$ cat src/rtl/multisim_pkg.sv
// -----------------------------------------------------------------------------
// multisim_pkg
// Shared helpers for the multisim pull-side upsizer and its output FIFO.
//   count_width(depth) : width of an occupancy counter that must hold 0..depth
//   idx_width(ratio)   : width of a lane index that must hold 0..ratio-1
//   entry_tag_t        : per-entry side information carried next to the packed
//                        data (only with MULTISIM_UPSIZER_FLUSH_EN defined)
// Optional feature macro: MULTISIM_UPSIZER_FLUSH_EN
// -----------------------------------------------------------------------------
package multisim_pkg;

    function automatic int unsigned count_width(input int unsigned depth);
        return $clog2(depth + 1);
    endfunction

    function automatic int unsigned idx_width(input int unsigned ratio);
        return (ratio > 1) ? $clog2(ratio) : 1;
    endfunction

`ifdef MULTISIM_UPSIZER_FLUSH_EN
    // Marks an entry produced by a flush (unfilled upper lanes are zero).
    typedef struct packed {
        logic partial;
    } entry_tag_t;
`endif

endpackage

$ cat src/rtl/multisim_pull_upsizer_if.sv
// -----------------------------------------------------------------------------
// multisim_pull_upsizer_if
// Bundles the narrow input stream, the wide output stream and the FIFO
// occupancy of the upsizer.
//   master : the side that feeds words in and consumes packed words
//   slave  : the upsizer itself
// Signals: in_vld/in_data/in_rdy (narrow stream), out_vld/out_data/out_rdy
// (wide stream), count (FIFO occupancy), flush/out_partial (only with
// MULTISIM_UPSIZER_FLUSH_EN defined).
// -----------------------------------------------------------------------------
interface multisim_pull_upsizer_if #(
    parameter int unsigned IN_WIDTH = 64,
    parameter int unsigned RATIO    = 4,
    parameter int unsigned DEPTH    = 4
);
    import multisim_pkg::*;

    localparam int unsigned CNT_W = count_width(DEPTH);

    logic                      in_vld;
    logic [IN_WIDTH-1:0]       in_data;
    logic                      in_rdy;
    logic                      out_vld;
    logic [IN_WIDTH*RATIO-1:0] out_data;
    logic                      out_rdy;
    logic [CNT_W-1:0]          count;
`ifdef MULTISIM_UPSIZER_FLUSH_EN
    logic                      flush;
    logic                      out_partial;

    modport master (
        output in_vld, in_data, out_rdy, flush,
        input  in_rdy, out_vld, out_data, count, out_partial
    );
    modport slave (
        input  in_vld, in_data, out_rdy, flush,
        output in_rdy, out_vld, out_data, count, out_partial
    );
`else
    modport master (
        output in_vld, in_data, out_rdy,
        input  in_rdy, out_vld, out_data, count
    );
    modport slave (
        input  in_vld, in_data, out_rdy,
        output in_rdy, out_vld, out_data, count
    );
`endif

endinterface

$ cat src/rtl/multisim_fifo.sv
// -----------------------------------------------------------------------------
// multisim_fifo
// First-word-fall-through FIFO with occupancy count.
//   clk, rst_n  : clock, asynchronous active-low reset
//   push        : write push_data (ignored when full)
//   push_data   : entry to write
//   pop         : drop the head entry (ignored when empty)
//   pop_data    : head entry, forced to zero while empty
//   full, empty : occupancy flags
//   count       : number of stored entries (0..DEPTH)
// Pointers wrap naturally; count alone tells full from empty.
// -----------------------------------------------------------------------------
module multisim_fifo
    import multisim_pkg::*;
#(
    parameter int unsigned WIDTH = 32,
    parameter int unsigned DEPTH = 4
) (
    input  logic                          clk,
    input  logic                          rst_n,
    input  logic                          push,
    input  logic [WIDTH-1:0]              push_data,
    input  logic                          pop,
    output logic [WIDTH-1:0]              pop_data,
    output logic                          full,
    output logic                          empty,
    output logic [count_width(DEPTH)-1:0] count
);
    localparam int unsigned PTR_W = $clog2(DEPTH);
    localparam int unsigned CNT_W = count_width(DEPTH);

    logic [WIDTH-1:0] mem [DEPTH];
    logic [PTR_W-1:0] wr_ptr_reg;
    logic [PTR_W-1:0] rd_ptr_reg;
    logic [CNT_W-1:0] count_reg;
    logic             do_push;
    logic             do_pop;

    assign full    = (count_reg == CNT_W'(DEPTH));
    assign empty   = (count_reg == '0);
    assign do_push = push && !full;
    assign do_pop  = pop && !empty;

    // Storage needs no reset: the head is masked while the FIFO is empty.
    always_ff @(posedge clk) begin
        if (do_push) begin
            mem[wr_ptr_reg] <= push_data;
        end
    end

    always_ff @(posedge clk or negedge rst_n) begin
        if (!rst_n) begin
            wr_ptr_reg <= '0;
            rd_ptr_reg <= '0;
            count_reg  <= '0;
        end else begin
            if (do_push) begin
                wr_ptr_reg <= wr_ptr_reg + 1'b1;
            end
            if (do_pop) begin
                rd_ptr_reg <= rd_ptr_reg + 1'b1;
            end
            if (do_push && !do_pop) begin
                count_reg <= count_reg + 1'b1;
            end else if (do_pop && !do_push) begin
                count_reg <= count_reg - 1'b1;
            end
        end
    end

    assign pop_data = empty ? '0 : mem[rd_ptr_reg];
    assign count    = count_reg;

endmodule

$ cat src/rtl/multisim_pull_upsizer.sv
// -----------------------------------------------------------------------------
// multisim_pull_upsizer
// Packs RATIO consecutive IN_WIDTH-bit words (lane 0 at the LSBs) into one
// wide word and queues it in a small FWFT FIFO toward the DUT-side port.
//   clk, rst_n : clock, asynchronous active-low reset
//   bus        : multisim_pull_upsizer_if.slave (in_*, out_*, count and,
//                with the macro, flush/out_partial)
// Optional feature macro: MULTISIM_UPSIZER_FLUSH_EN adds flush (push the
// partially filled lane register, unfilled lanes zeroed) and out_partial.
// -----------------------------------------------------------------------------
module multisim_pull_upsizer
    import multisim_pkg::*;
#(
    parameter int unsigned IN_WIDTH = 64,
    parameter int unsigned RATIO    = 4,
    parameter int unsigned DEPTH    = 4
) (
    input  logic                    clk,
    input  logic                    rst_n,
    multisim_pull_upsizer_if.slave  bus
);
    localparam int unsigned OUT_W = IN_WIDTH * RATIO;
    localparam int unsigned IDX_W = idx_width(RATIO);
    localparam int unsigned CNT_W = count_width(DEPTH);
    localparam logic [IDX_W-1:0] LAST_IDX = IDX_W'(RATIO - 1);

`ifdef MULTISIM_UPSIZER_FLUSH_EN
    typedef struct packed {
        entry_tag_t        tag;
        logic [OUT_W-1:0]  data;
    } entry_t;
`else
    typedef struct packed {
        logic [OUT_W-1:0]  data;
    } entry_t;
`endif

    // Only lanes 0..RATIO-2 are stored; the last lane goes straight from
    // in_data into the FIFO on the completing edge.
    logic [RATIO-2:0][IN_WIDTH-1:0] lane_reg;
    logic [IDX_W-1:0]               idx_reg;
    logic [IDX_W-1:0]               idx_next;

    logic             fifo_full;
    logic             fifo_empty;
    logic [CNT_W-1:0] fifo_count;
    logic             last_lane;
    logic             in_rdy_int;
    logic             in_hs;
    logic             push;
    logic [OUT_W-1:0] push_word;
    entry_t           push_entry;
    entry_t           head_entry;

    assign last_lane = (idx_reg == LAST_IDX);
    // Depends on registered state only, so there is no path from out_rdy.
    assign in_rdy_int = !last_lane || !fifo_full;
    assign in_hs      = bus.in_vld && in_rdy_int;

    for (genvar gi = 0; gi < RATIO - 1; gi++) begin : g_full_word
        assign push_word[gi*IN_WIDTH +: IN_WIDTH] = lane_reg[gi];
    end
    assign push_word[OUT_W-1 -: IN_WIDTH] = bus.in_data;

`ifdef MULTISIM_UPSIZER_FLUSH_EN
    logic             flush_go;
    logic [OUT_W-1:0] flush_word;

    // Lanes at or above idx hold stale data from an earlier word: zero them.
    for (genvar gi = 0; gi < RATIO - 1; gi++) begin : g_flush_word
        assign flush_word[gi*IN_WIDTH +: IN_WIDTH] =
            (idx_reg > IDX_W'(gi)) ? lane_reg[gi] : '0;
    end
    assign flush_word[OUT_W-1 -: IN_WIDTH] = '0;

    // An input handshake wins; the flush is retried while it stays asserted.
    assign flush_go = bus.flush && (idx_reg != '0) && !in_hs && !fifo_full;
    assign push     = (in_hs && last_lane) || flush_go;

    always_comb begin
        push_entry             = '0;
        push_entry.tag.partial = flush_go;
        push_entry.data        = flush_go ? flush_word : push_word;
    end

    assign bus.out_partial = head_entry.tag.partial;
`else
    assign push = in_hs && last_lane;

    always_comb begin
        push_entry      = '0;
        push_entry.data = push_word;
    end
`endif

    always_comb begin
        idx_next = idx_reg;
        if (in_hs) begin
            idx_next = last_lane ? '0 : idx_reg + 1'b1;
        end
`ifdef MULTISIM_UPSIZER_FLUSH_EN
        else if (flush_go) begin
            idx_next = '0;
        end
`endif
    end

    always_ff @(posedge clk or negedge rst_n) begin
        if (!rst_n) begin
            idx_reg  <= '0;
            lane_reg <= '0;
        end else begin
            idx_reg <= idx_next;
            for (int i = 0; i < RATIO - 1; i++) begin
                if (in_hs && (idx_reg == IDX_W'(i))) begin
                    lane_reg[i] <= bus.in_data;
                end
            end
        end
    end

    multisim_fifo #(
        .WIDTH ($bits(entry_t)),
        .DEPTH (DEPTH)
    ) u_fifo (
        .clk       (clk),
        .rst_n     (rst_n),
        .push      (push),
        .push_data (push_entry),
        .pop       (bus.out_rdy),
        .pop_data  (head_entry),
        .full      (fifo_full),
        .empty     (fifo_empty),
        .count     (fifo_count)
    );

    assign bus.in_rdy   = in_rdy_int;
    assign bus.out_vld  = !fifo_empty;
    assign bus.out_data = head_entry.data;
    assign bus.count    = fifo_count;

endmodule
$ cat src/flat_wrapper.sv
// flat-port wrapper written by rule: the top's interface ports become plain ports
module multisim_pull_upsizer_flat import multisim_pkg::*;
#(
    parameter int unsigned IN_WIDTH = 64,
    parameter int unsigned RATIO    = 4,
    parameter int unsigned DEPTH    = 4
)
  (clk, rst_n, bus_in_vld, bus_in_data, bus_out_rdy, bus_in_rdy, bus_out_vld, bus_out_data, bus_count);
  multisim_pull_upsizer_if #(.IN_WIDTH(IN_WIDTH), .RATIO(RATIO), .DEPTH(DEPTH)) bus_i ();
  input  logic clk;
  input  logic rst_n;
  input wire logic [$bits(bus_i.in_vld)-1:0] bus_in_vld;
  input wire logic [$bits(bus_i.in_data)-1:0] bus_in_data;
  input wire logic [$bits(bus_i.out_rdy)-1:0] bus_out_rdy;
  output wire logic [$bits(bus_i.in_rdy)-1:0] bus_in_rdy;
  output wire logic [$bits(bus_i.out_vld)-1:0] bus_out_vld;
  output wire logic [$bits(bus_i.out_data)-1:0] bus_out_data;
  output wire logic [$bits(bus_i.count)-1:0] bus_count;
  assign bus_i.in_vld = bus_in_vld;
  assign bus_i.in_data = bus_in_data;
  assign bus_i.out_rdy = bus_out_rdy;
  assign bus_in_rdy = bus_i.in_rdy;
  assign bus_out_vld = bus_i.out_vld;
  assign bus_out_data = bus_i.out_data;
  assign bus_count = bus_i.count;
  multisim_pull_upsizer #(.IN_WIDTH(IN_WIDTH), .RATIO(RATIO), .DEPTH(DEPTH)) u_core (.clk(clk), .rst_n(rst_n), .bus(bus_i));
endmodule
$ cat config.mk
export PLATFORM = sky130hd
export DESIGN_NAME = multisim_pull_upsizer_flat
export DESIGN_NICKNAME = d
export VERILOG_FILES = /design/src/rtl/multisim_pkg.sv /design/src/rtl/multisim_pull_upsizer_if.sv /design/src/rtl/multisim_fifo.sv /design/src/rtl/multisim_pull_upsizer.sv /design/src/flat_wrapper.sv
export SDC_FILE = /design/constraint.sdc
export NUM_CORES = 1
export LEC_CHECK = 0
export CAP_MARGIN = 20
export CORE_ASPECT_RATIO = 1.5
export CORE_MARGIN = 2
export CORE_UTILIZATION = 49
export CTS_BUF_LIST = sky130_fd_sc_hd__clkbuf_4 sky130_fd_sc_hd__clkbuf_8
export DETAILED_ROUTE_END_ITERATION = 7
export GPL_TIMING_DRIVEN = 0
export PLACE_DENSITY_LB_ADDON = 0.15
export SETUP_SLACK_MARGIN = 0.05
export SYNTH_ARGS = -nofsm -noshare
export SYNTH_HDL_FRONTEND = slang
export SYNTH_SLANG_ARGS = --single-unit
$ cat constraint.sdc
create_clock -name clk -period 23.6 [get_ports clk]
set_clock_uncertainty 0.1 [all_clocks]
set_input_delay 4.72 -clock clk [delete_from_list [all_inputs] [get_ports clk]]
set_output_delay 4.72 -clock clk [all_outputs]
set_load 0.05 [all_outputs]
== Word-level counts from Yosys, hierarchy flattened ==
Memories as Yosys holds them, arrays and structs flattened.
Index checks and enable logic that the tools add are counted.
Widths: inputs -> output; s select.

* Register bits: 201
* Bits in writable memories: 1024
* Output and inout bits: 261
* Memories kept: 1

{| class="wikitable"
|+ Memory list
! name !! depth !! width !! read ports !! clocked after Yosys merged registers in !! write ports !! line !! source
|-
| u_core.u_fifo.mem || 4 || 256 || 1 || 0 || 1 || multisim_fifo.sv:32 || <nowiki>logic [WIDTH-1:0] mem [DEPTH];</nowiki>
|}

* Add/sub/neg operators: 5
* Eq/ne operators: 4
* Multiplexer cells: 6
* Reductions and logical operators: 18

{| class="wikitable"
|+ Operators with widths
! kind !! number
|-
| $mux 256 || 1
|-
| $logic_and 1x1->1 || 9
|-
| $add 2x1->2 const B || 3
|-
| $mux 3 || 2
|-
| $logic_not 1->1 || 5
|-
| $eq 2x2->1 const B || 2
|-
| $add 3x1->3 const B || 1
|-
| $eq 3x3->1 const B || 1
|-
| $logic_not 3->1 || 1
|-
| $sub 3x1->3 const B || 1
|-
| $eq 2x1->1 const B || 1
|-
| $logic_not 2->1 || 1
|-
| $mux 1 || 2
|-
| $mux 2 || 1
|-
| $reduce_bool 2->1 || 1
|-
| $logic_or 1x1->1 || 1
|}

== Depth between registers and ports, before layout ==
Gate-level depths: netlist of run 1.

* Word-level depth: 10
* Gate-level depth with buffers: 10
* Gate-level depth less buffers: 9

== By module ==
From an unflattened synthesis of run 1, not the netlist that was laid out.

* Cells, all modules: 2080
* Area total of the unflattened synthesis: 46452.1 µm²

{| class="wikitable"
|+ By module, submodules not included
! module !! instances !! cells each !! area an instance (µm²) !! sequential area each (µm²)
|-
| multisim_fifo || 1 || 1659 || 39082.5 || 30924.7
|-
| multisim_pull_upsizer || 1 || 421 || 7369.6 || 4854.7
|}

== Least setup slack after synthesis of run 1 ==
OpenSTA, ideal clock, no wires.

* Kind: input -> register
* Start: input bus_in_vld
* End: memory u_core.u_fifo.mem[0][0] (netlist bit) (enable)
* Library setup time: 649 ps
* Data arrival time: 10957 ps
* Path slack: 11893 ps
* Cell stages on the path: 3
* Path buffers: 0
* Path through: nand2_1 a21oi_1 and2_1

* Cells in the longest elaborated chain, start to end: 5

{| class="wikitable"
|+ Ends and longest elaborated chain
! what !! line !! source
|-
| start: declaration || flat_wrapper.sv:12 || <nowiki>input wire logic [$bits(bus_i.in_vld)-1:0] bus_in_vld;</nowiki>
|-
| $logic_and 1x1->1 || multisim_pull_upsizer.sv:58 || <nowiki>assign in_hs = bus.in_vld && in_rdy_int;</nowiki>
|-
| $logic_and 1x1->1 || multisim_pull_upsizer.sv:88 || <nowiki>assign push = in_hs && last_lane;</nowiki>
|-
| $logic_and 1x1->1 || multisim_fifo.sv:41 || <nowiki>assign do_push = push && !full;</nowiki>
|-
| net u_core.u_fifo.do_push || multisim_fifo.sv:36 || <nowiki>logic do_push;</nowiki>
|-
| $mux 1 || multisim_fifo.sv:46 || <nowiki>if (do_push) begin</nowiki>
|-
| $mux 1 (not written as such) || multisim_fifo.sv:47 || <nowiki>mem[wr_ptr_reg] <= push_data;</nowiki>
|-
| end: declaration || multisim_fifo.sv:32 ||
|}

The timed path passes the listed nets, and every way through them passes these cells.

== Worst setup path after layout of run 1 ==
* Start: register u_core.u_fifo.count_reg[0], in the netlist u_core.u_fifo.count[0]
* End: output bus_out_data[63]

* Cells in the longest elaborated chain, start to end: 2

{| class="wikitable"
|+ Ends and longest elaborated chain
! what !! line !! source
|-
| start: declaration || multisim_fifo.sv:35 || <nowiki>logic [CNT_W-1:0] count_reg;</nowiki>
|-
| start signal: assignment || multisim_fifo.sv:64 || <nowiki>count_reg <= count_reg + 1'b1;</nowiki>
|-
| start signal: assignment || multisim_fifo.sv:66 || <nowiki>count_reg <= count_reg - 1'b1;</nowiki>
|-
| $logic_not 3->1 || multisim_fifo.sv:40 || <nowiki>assign empty = (count_reg == '0);</nowiki>
|-
| $mux 256 || multisim_fifo.sv:71 || <nowiki>assign pop_data = empty ? '0 : mem[rd_ptr_reg];</nowiki>
|-
| end: declaration || flat_wrapper.sv:17 || <nowiki>output wire logic [$bits(bus_i.out_data)-1:0] bus_out_data;</nowiki>
|}

Every way passes these cells.

==> summary.md, run 1 <==
| Metric | Value |
|---|---|
| Num CTS Buffers | 176 |
| Yosys reg bits | roughly 1,200 |
| Area grow syn2layout | 19.5% |
| Layout Nets | 2,686 |
| Multiplexer area fraction after synthesis | 18.2% |
| Wirelength per Cell | 26.1 µm |
| Vias in the first global route | 23,600 |
| Post-Syn Area | approximately 47,000 µm² |
| Fin crit share | 37.9% |
| Warnings, synthesis | 0 |
| Largest net degree at the start of global routing | 82 |
| Post-Syn Nets | 2,157 |
| Die ar. | 99,200 µm² |
| Total negative slack | 0 ns |
| Max reg flops | a little over 1,000 |
| Register area | 35,800 µm² |
| RD Place Congestion | 0.725 |
| Sequential fraction of the synthesis area | 75.6% |
| Fmax | 112 MHz |
| Max-slew violation count | 0 |
| Initial DRT Pass Iterations | 5 |
| Cell row count | 139 |
| Least-Margin Pin Slew | between 0.9 and 1 ns |
| Cell taking the most area after synthesis | edfxtp_1 |
| Status | finished, final reports clean |
| R2R setup slack | between 20 and 25 ns |
| Gr ovfl total | 0 |
| DR DRC count | 0 |
| Die width | 258 µm |
| Worst-skew pair later-pin latency | 0.84 ns |
| CP Max Fanout | 10 |
| Hold Crit Depth | 0 |
| RSZ-0062 raised after global routing | false |
| Area of the multi-input gates | roughly 11,000 µm² |
| Starting density of the core | 49.4% |
| Final critical-path required period | slightly below 9 ns |
| Post-DP HPWL | 64,800 µm |
| Startpoint types | register |
| Setup crit end kind | output port |
| Clock slew at reported path FFs | ~0.07 ns |
| Hold Crit Start | u_core.lane_reg[158] |
| Max-cap violations | 0 |
| Synth Area in Compound Gates | less than 1% |
| First-pass GRT wire length | 155,000 µm |
| Initial antenna violation count | 6 |
| Clk buf depth | 3 |
| Die height | 385 µm |
| I/O Buffers | 328 |
| Via count | 21,900 |
| Hold buffer count at cts | 0 |
| # IOs | 329 |
| Mapped Cells | approximately 2,100 |
| DRT iter0 DRCs | 1,447 |
| Max VDD drop | 0.000114 V |
| Hold worst-path end | u_core.u_fifo.mem[1][158] |
| Slew HR | 36.0% |
| Post-Synth Adder-Cell Area | 0.280% |
| DR vias/cell | 5.44 |
| Final setup margin | 14.67 ns |
| Worst reg2reg path startpoint | u_core.idx_reg[0] |
| Hold Fails Final Rpt | 0 |
| Leakage | ~19 nW |
| RR Endpoint | u_core.u_fifo.mem[1][224] |
| Total clock sinks | 1,225 |
| Synth area leaders | edfxtp_1 (65%), mux4_2 (12%), dfrtp_1 (11%) |
| Data arrival, critical path | 4.11 ns |
| Setup CP Type | reg2out |
| Worst r2r path cells | 7 |
| Post-CTS resize count | 0 |
| Layout cell share with drive strength beyond 1 | 31.7% |
| Post-CTS setup buffer count | 0 |
| CTS root buffer | clkbuf_8 |
| CTS H-Tree Depth | 4 |
| Routed Antenna Nets | 0 |
| GRT Overall Usage | 21.6% |
| Avg Cell Area, Syn | 22.8 µm² |
| Drt total wl | 105,000 µm |
| Synth cell types | 24 |
| Worst Setup Slack post-DPL | around 15 ns |
| Core Area | about 96,000 µm² |
| Worst endpoint required time | 18.78 ns |
| Fin util | 59.0% |
| Pwr Density | 150 nW/µm² |
| Post-Synth Simple-Gate Area | 3.64% |
| Top cell type's share of synthesized area | between 60% and 70% |
| CTS tree | done |
| Hold WC Path Type | reg2reg |
| Main combinational cell family by area after synthesis | multiplexers |
| Final setup viols | 0 |
| Post-synthesis xor/xnor area fraction | 0.111% |
| Fillers | 7,008 |
-- worst max-delay path, cell delays in order (launching register included) --
cell and delay [ns]:
dfrtp_1 0.47, or3_1 0.15, buf_2 0.33, buf_2 0.65
clkbuf_1 0.52, and2_1 0.26, clkdlybuf4s50_1 0.82
-- final cells by class --
cell class | count | area share (%)
flip-flops and latches | 1225 | 63.3
repair buffers | 351 | 6.91
well taps | 1269 | 2.81
plain buffers | 108 | 1.73
inverters | 5 | 0.0332
clock inverters | 27 | 0.241
clock buffers | 298 | 6.32
multi-input cells | 741 | 18.7
diodes | 1 | 0.00442
-- worst max path at each step --
| stage | to | cells past startpoint | from |
|---|---|---|---|
| 5_1_grt | bus_out_data[194] | 6 | u_core.u_fifo.count[0] |
| 3_3_place_gp | u_core.u_fifo.mem[0][231] | 4 | bus_in_vld |
| 3_5_place_dp | bus_out_data[56] | 6 | u_core.u_fifo.count[0] |
| 6_report | bus_out_data[63] | 6 | u_core.u_fifo.count[0] |
| 4_1_cts | bus_out_data[56] | 6 | u_core.u_fifo.count[0] |
| 2_1_floorplan | u_core.u_fifo.mem[0][0] | 3 | bus_in_vld |
-- metrics by stage --
step                      area [µm²]  instances  hold WS (ns)  total power, W
after floorplan                47300       2079         0.372         0.00562
after global placement         52200       3676         0.381         0.00684
after detailed placement       52800       3699         0.398         0.00684
after CTS                      56600       4024         0.405         0.00858
after global routing           56600       4025         0.422         0.00882
final                          56600       4025         0.407         0.00847
-- where the power goes --
group | internal (W) | total, W | switching, W
logic | 0.00148 | 0.00362 | 0.00215
registers | 0.00288 | 0.00313 | 0.000244
clock network | 0.000950 | 0.00172 | 0.000772
-- kinds of logic after synthesis --
logic type,Yosys count
xor+xnor,6
mux,451
buf+inv,113
flops,1225
fa+ha+maj,10
compound gates,2
simple gates,272
-- placed cells by master, fill, tap and decap left out --
| cell | count |
|---|---|
| clkinv_2 | 9 |
| edfxtp_1 | 1024 |
| buf_6 | 26 |
| dfrtp_1 | 201 |
| xnor2_1 | 4 |
| and3_4 | 3 |
| clkbuf_1 | 31 |
| nand4bb_4 | 1 |
| and2_1 | 256 |
| clkinv_1 | 13 |
| clkinvlp_4 | 3 |
| mux4_2 | 256 |
| or3_1 | 1 |
| buf_12 | 23 |
| nor3b_1 | 1 |
| clkinv_4 | 1 |
| buf_8 | 1 |
| buf_16 | 21 |
| mux2_4 | 180 |
| clkdlybuf4s50_1 | 327 |
| nand3_1 | 1 |
| nand2_1 | 3 |
| buf_2 | 30 |
| inv_1 | 5 |
| nor2_1 | 2 |
| fa_1 | 1 |
| a21oi_1 | 1 |
| mux2_2 | 15 |
| clkbuf_4 | 84 |
| inv_8 | 1 |
| xor2_1 | 2 |
| clkbuf_8 | 214 |
| ha_1 | 9 |
| diode_2 | 1 |
| a21o_1 | 1 |
| and2_4 | 4 |
-- synthesized netlist by cell type --
cell type,count
or3_1,1
mux4_2,256
ha_1,9
nand2_1,3
mux2_2,15
buf_2,30
nand4bb_4,1
inv_1,5
xnor2_1,4
buf_12,21
buf_6,26
fa_1,1
nand3_1,1
a21oi_1,1
and2_1,260
xor2_1,2
nor3b_1,1
nor2_1,2
mux2_4,180
edfxtp_1,1024
and3_4,3
a21o_1,1
clkbuf_1,31
dfrtp_1,201
-- metal layers --
layer,routed length (µm),up-vias,global-route usage (%),part of all wire (%)
li1,-,9398,-,-
met1,43100,11700,28.4,41
met2,53200,646,35.7,51
met3,6210,143,5.67,5.9
met4,2320,6,6.36,2.2
met5,41,-,0,0.039
No activity file was read; power rests on OpenSTA's default activity.
==> inputs of run 2 (changes only) <==
Clock period 23.6 ns to 7.43 ns, I/O delays scaled along.
==> run 2 against run 1 <==
Against the previous run: critical path depth unchanged; hold slack got worse by 0.0025 ns; combinational power rose to 3.2 times the previous value; sequential power rose to 3.2 times the previous value; total power increased to 3.2 times the previous value; clock power increased to 3.2 times the previous value; clock-buffer cell count decreased by 23; register-to-register slack got worse by 16 ns; flip-flop and latch count stayed put; via count up 0.45%; non-clock buffer count unchanged; critical path type unchanged.
==> summary.md, run 2 (synthesized netlist as in run 1, its figures left out) <==
| Metric | Value |
|---|---|
| Pwr Density | ~480 nW/µm² |
| Routed Antenna Nets | 0 |
| Gr ovfl total | 0 |
| RR Endpoint | u_core.u_fifo.mem[3][159] |
| Wirelength per Cell | 26.1 µm |
| Via count | 22,000 |
| Setup CP Type | reg2out |
| Max VDD drop | 0.000391 V |
| Leakage | 19.4 nW |
| Post-CTS setup buffer count | 0 |
| R2R setup slack | 4.11 ns |
| Starting density of the core | 49.4% |
| Least-Margin Pin Slew | 0.908 ns |
| Initial antenna violation count | 4 |
| Hold Crit Start | u_core.lane_reg[70] |
| I/O Buffers | 328 |
| Total negative slack | 0 ns |
| Startpoint types | register |
| Area grow syn2layout | 19.5% |
| DR DRC count | 0 |
| Clock slew at reported path FFs | roughly 0.060 ns |
| DRT iter0 DRCs | 1,407 |
| Die ar. | between 90,000 and 100,000 µm² |
| Worst r2r path cells | 7 |
| CTS tree | done |
| Status | finished, final reports clean |
| Worst setup path end | bus_out_data[63] |
| Critical Path Start | u_core.u_fifo.count[0] |
| Vias in the first global route | 23,800 |
| Layout cell share with drive strength beyond 1 | about a third |
| Slew HR | 39.5% |
| Hold WC Path Type | reg2reg |
| Worst endpoint required time | 5.84 ns |
| Die height | a little under 400 µm |
| Final setup viols | 0 |
| Setup crit end kind | output port |
| GRT Overall Usage | 21.7% |
| Max-slew violation count | 0 |
| Worst reg2reg path startpoint | u_core.idx_reg[0] |
| RD Place Congestion | 0.737 |
| # IOs | 329 |
| Hold_ws | about 0.40 ns |
| DR vias/cell | 5.45 |
| Drt total wl | between 100,000 and 150,000 µm |
| Core Area | 95,800 µm² |
| Clk buf depth | 3 |
| Cell row count | ~140 |
| Final Power | ~0.027 W |
| Max reg flops | 1,024 |
| Total clock sinks | 1,225 |
| Fin crit share | between 70% and 80% |
| Commonest non-fill, non-tap cells in the layout | edfxtp_1 (1,024), clkdlybuf4s50_1 (327), mux4_2 (256), and2_1 (256), clkbuf_8 (205) |
| Hold buffer count at cts | 0 |
| Layout Nets | 2,685 |
| Max-cap violations | 0 |
| Fmax | 175 MHz |
| Initial DRT Pass Iterations | 4 |
| Num CTS Buffers | 175 |
| CTS root buffer | clkbuf_8 |
| Fin util | 59.0% |
| RSZ-0062 raised after global routing | false |
| Post-DP HPWL | 65,100 µm |
| Die width | 258 µm |
| Final critical-path required period | approximately 5.7 ns |
| Hold Fails Final Rpt | 0 |
| Worst-skew pair later-pin latency | approximately 0.84 ns |
| CTS H-Tree Depth | 4 |
| Post-CTS resize count | 0 |
| Commonest non-fill, non-tap cell in the layout | edfxtp_1 |
| Largest net degree at the start of global routing | 87 |
| Data arrival, critical path | around 4.1 ns |
| First-pass GRT wire length | between 150,000 and 200,000 µm |
| CP Max Fanout | 11 |
run 2: cell types whose count changed in the layout (fill, tap and decap cells not counted), moves of 3 or more:
cell and delta:
clkbuf_4 -14, clkinv_1 +13, clkinv_2 +8, clkinvlp_4 +4, clkbuf_8 -9, inv_6 +3
run 2: power by group:
part           switching, W  internal, W
clock network       0.00251      0.00294
registers          0.000784      0.00916
logic               0.00683      0.00469
total                0.0101       0.0168
run 2: per-stage QoR:
stage	instances	area [µm²]	setup WS, ns
2_1_floorplan	2079	47300	1.81
3_3_place_gp	3676	52200	-6.92
3_5_place_dp	3699	52800	2.40
4_1_cts	4031	56500	1.41
5_1_grt	4032	56500	1.49
6_report	4033	56500	1.70
run 2: worst min path at each step:
stage,cells past startpoint,to,slack (ns)
3_3_place_gp,0,u_core.u_fifo.mem[0][65],0.38
6_report,0,u_core.u_fifo.mem[0][70],0.40
3_5_place_dp,0,u_core.u_fifo.mem[0][52],0.40
5_1_grt,1,u_core.lane_reg[11],0.36
4_1_cts,1,u_core.lane_reg[139],0.33
2_1_floorplan,0,u_core.u_fifo.mem[0][0],0.37
run 2: area by class of cell:
| type | instances | area, µm² |
|---|---|---|
| Multi-Input combinational cell | 741 | 10600 |
| Clock inverter | 57 | 344 |
| Timing Repair Buffer | 351 | 3910 |
| Fill cell | 7000 | 39300 |
| Clock buffer | 275 | 3350 |
| Tap cell | 1269 | 1590 |
| Sequential cell | 1225 | 35800 |
| Antenna cell | 2 | 5.00 |
| Inverter | 5 | 18.8 |
| Buffer | 108 | 980 |
run 2: routing by layer:
| metal | up-vias | share of wire [%] | GRT usage (%) |
|---|---|---|---|
| li1 | 9407 | - | - |
| met1 | 11800 | 41 | 28.5 |
| met2 | 657 | 51 | 36.2 |
| met3 | 154 | 5.3 | 5.03 |
| met4 | 2 | 2.4 | 6.72 |
| met5 | - | 0.0095 | 0 |
run 2: worst max-delay path, cell delays in order (launching register included):
cell and delay (ns):
dfrtp_1 0.47, or3_1 0.15, buf_2 0.35, buf_2 0.60, clkbuf_1 0.54, and2_1 0.28, clkdlybuf4s50_1 0.84
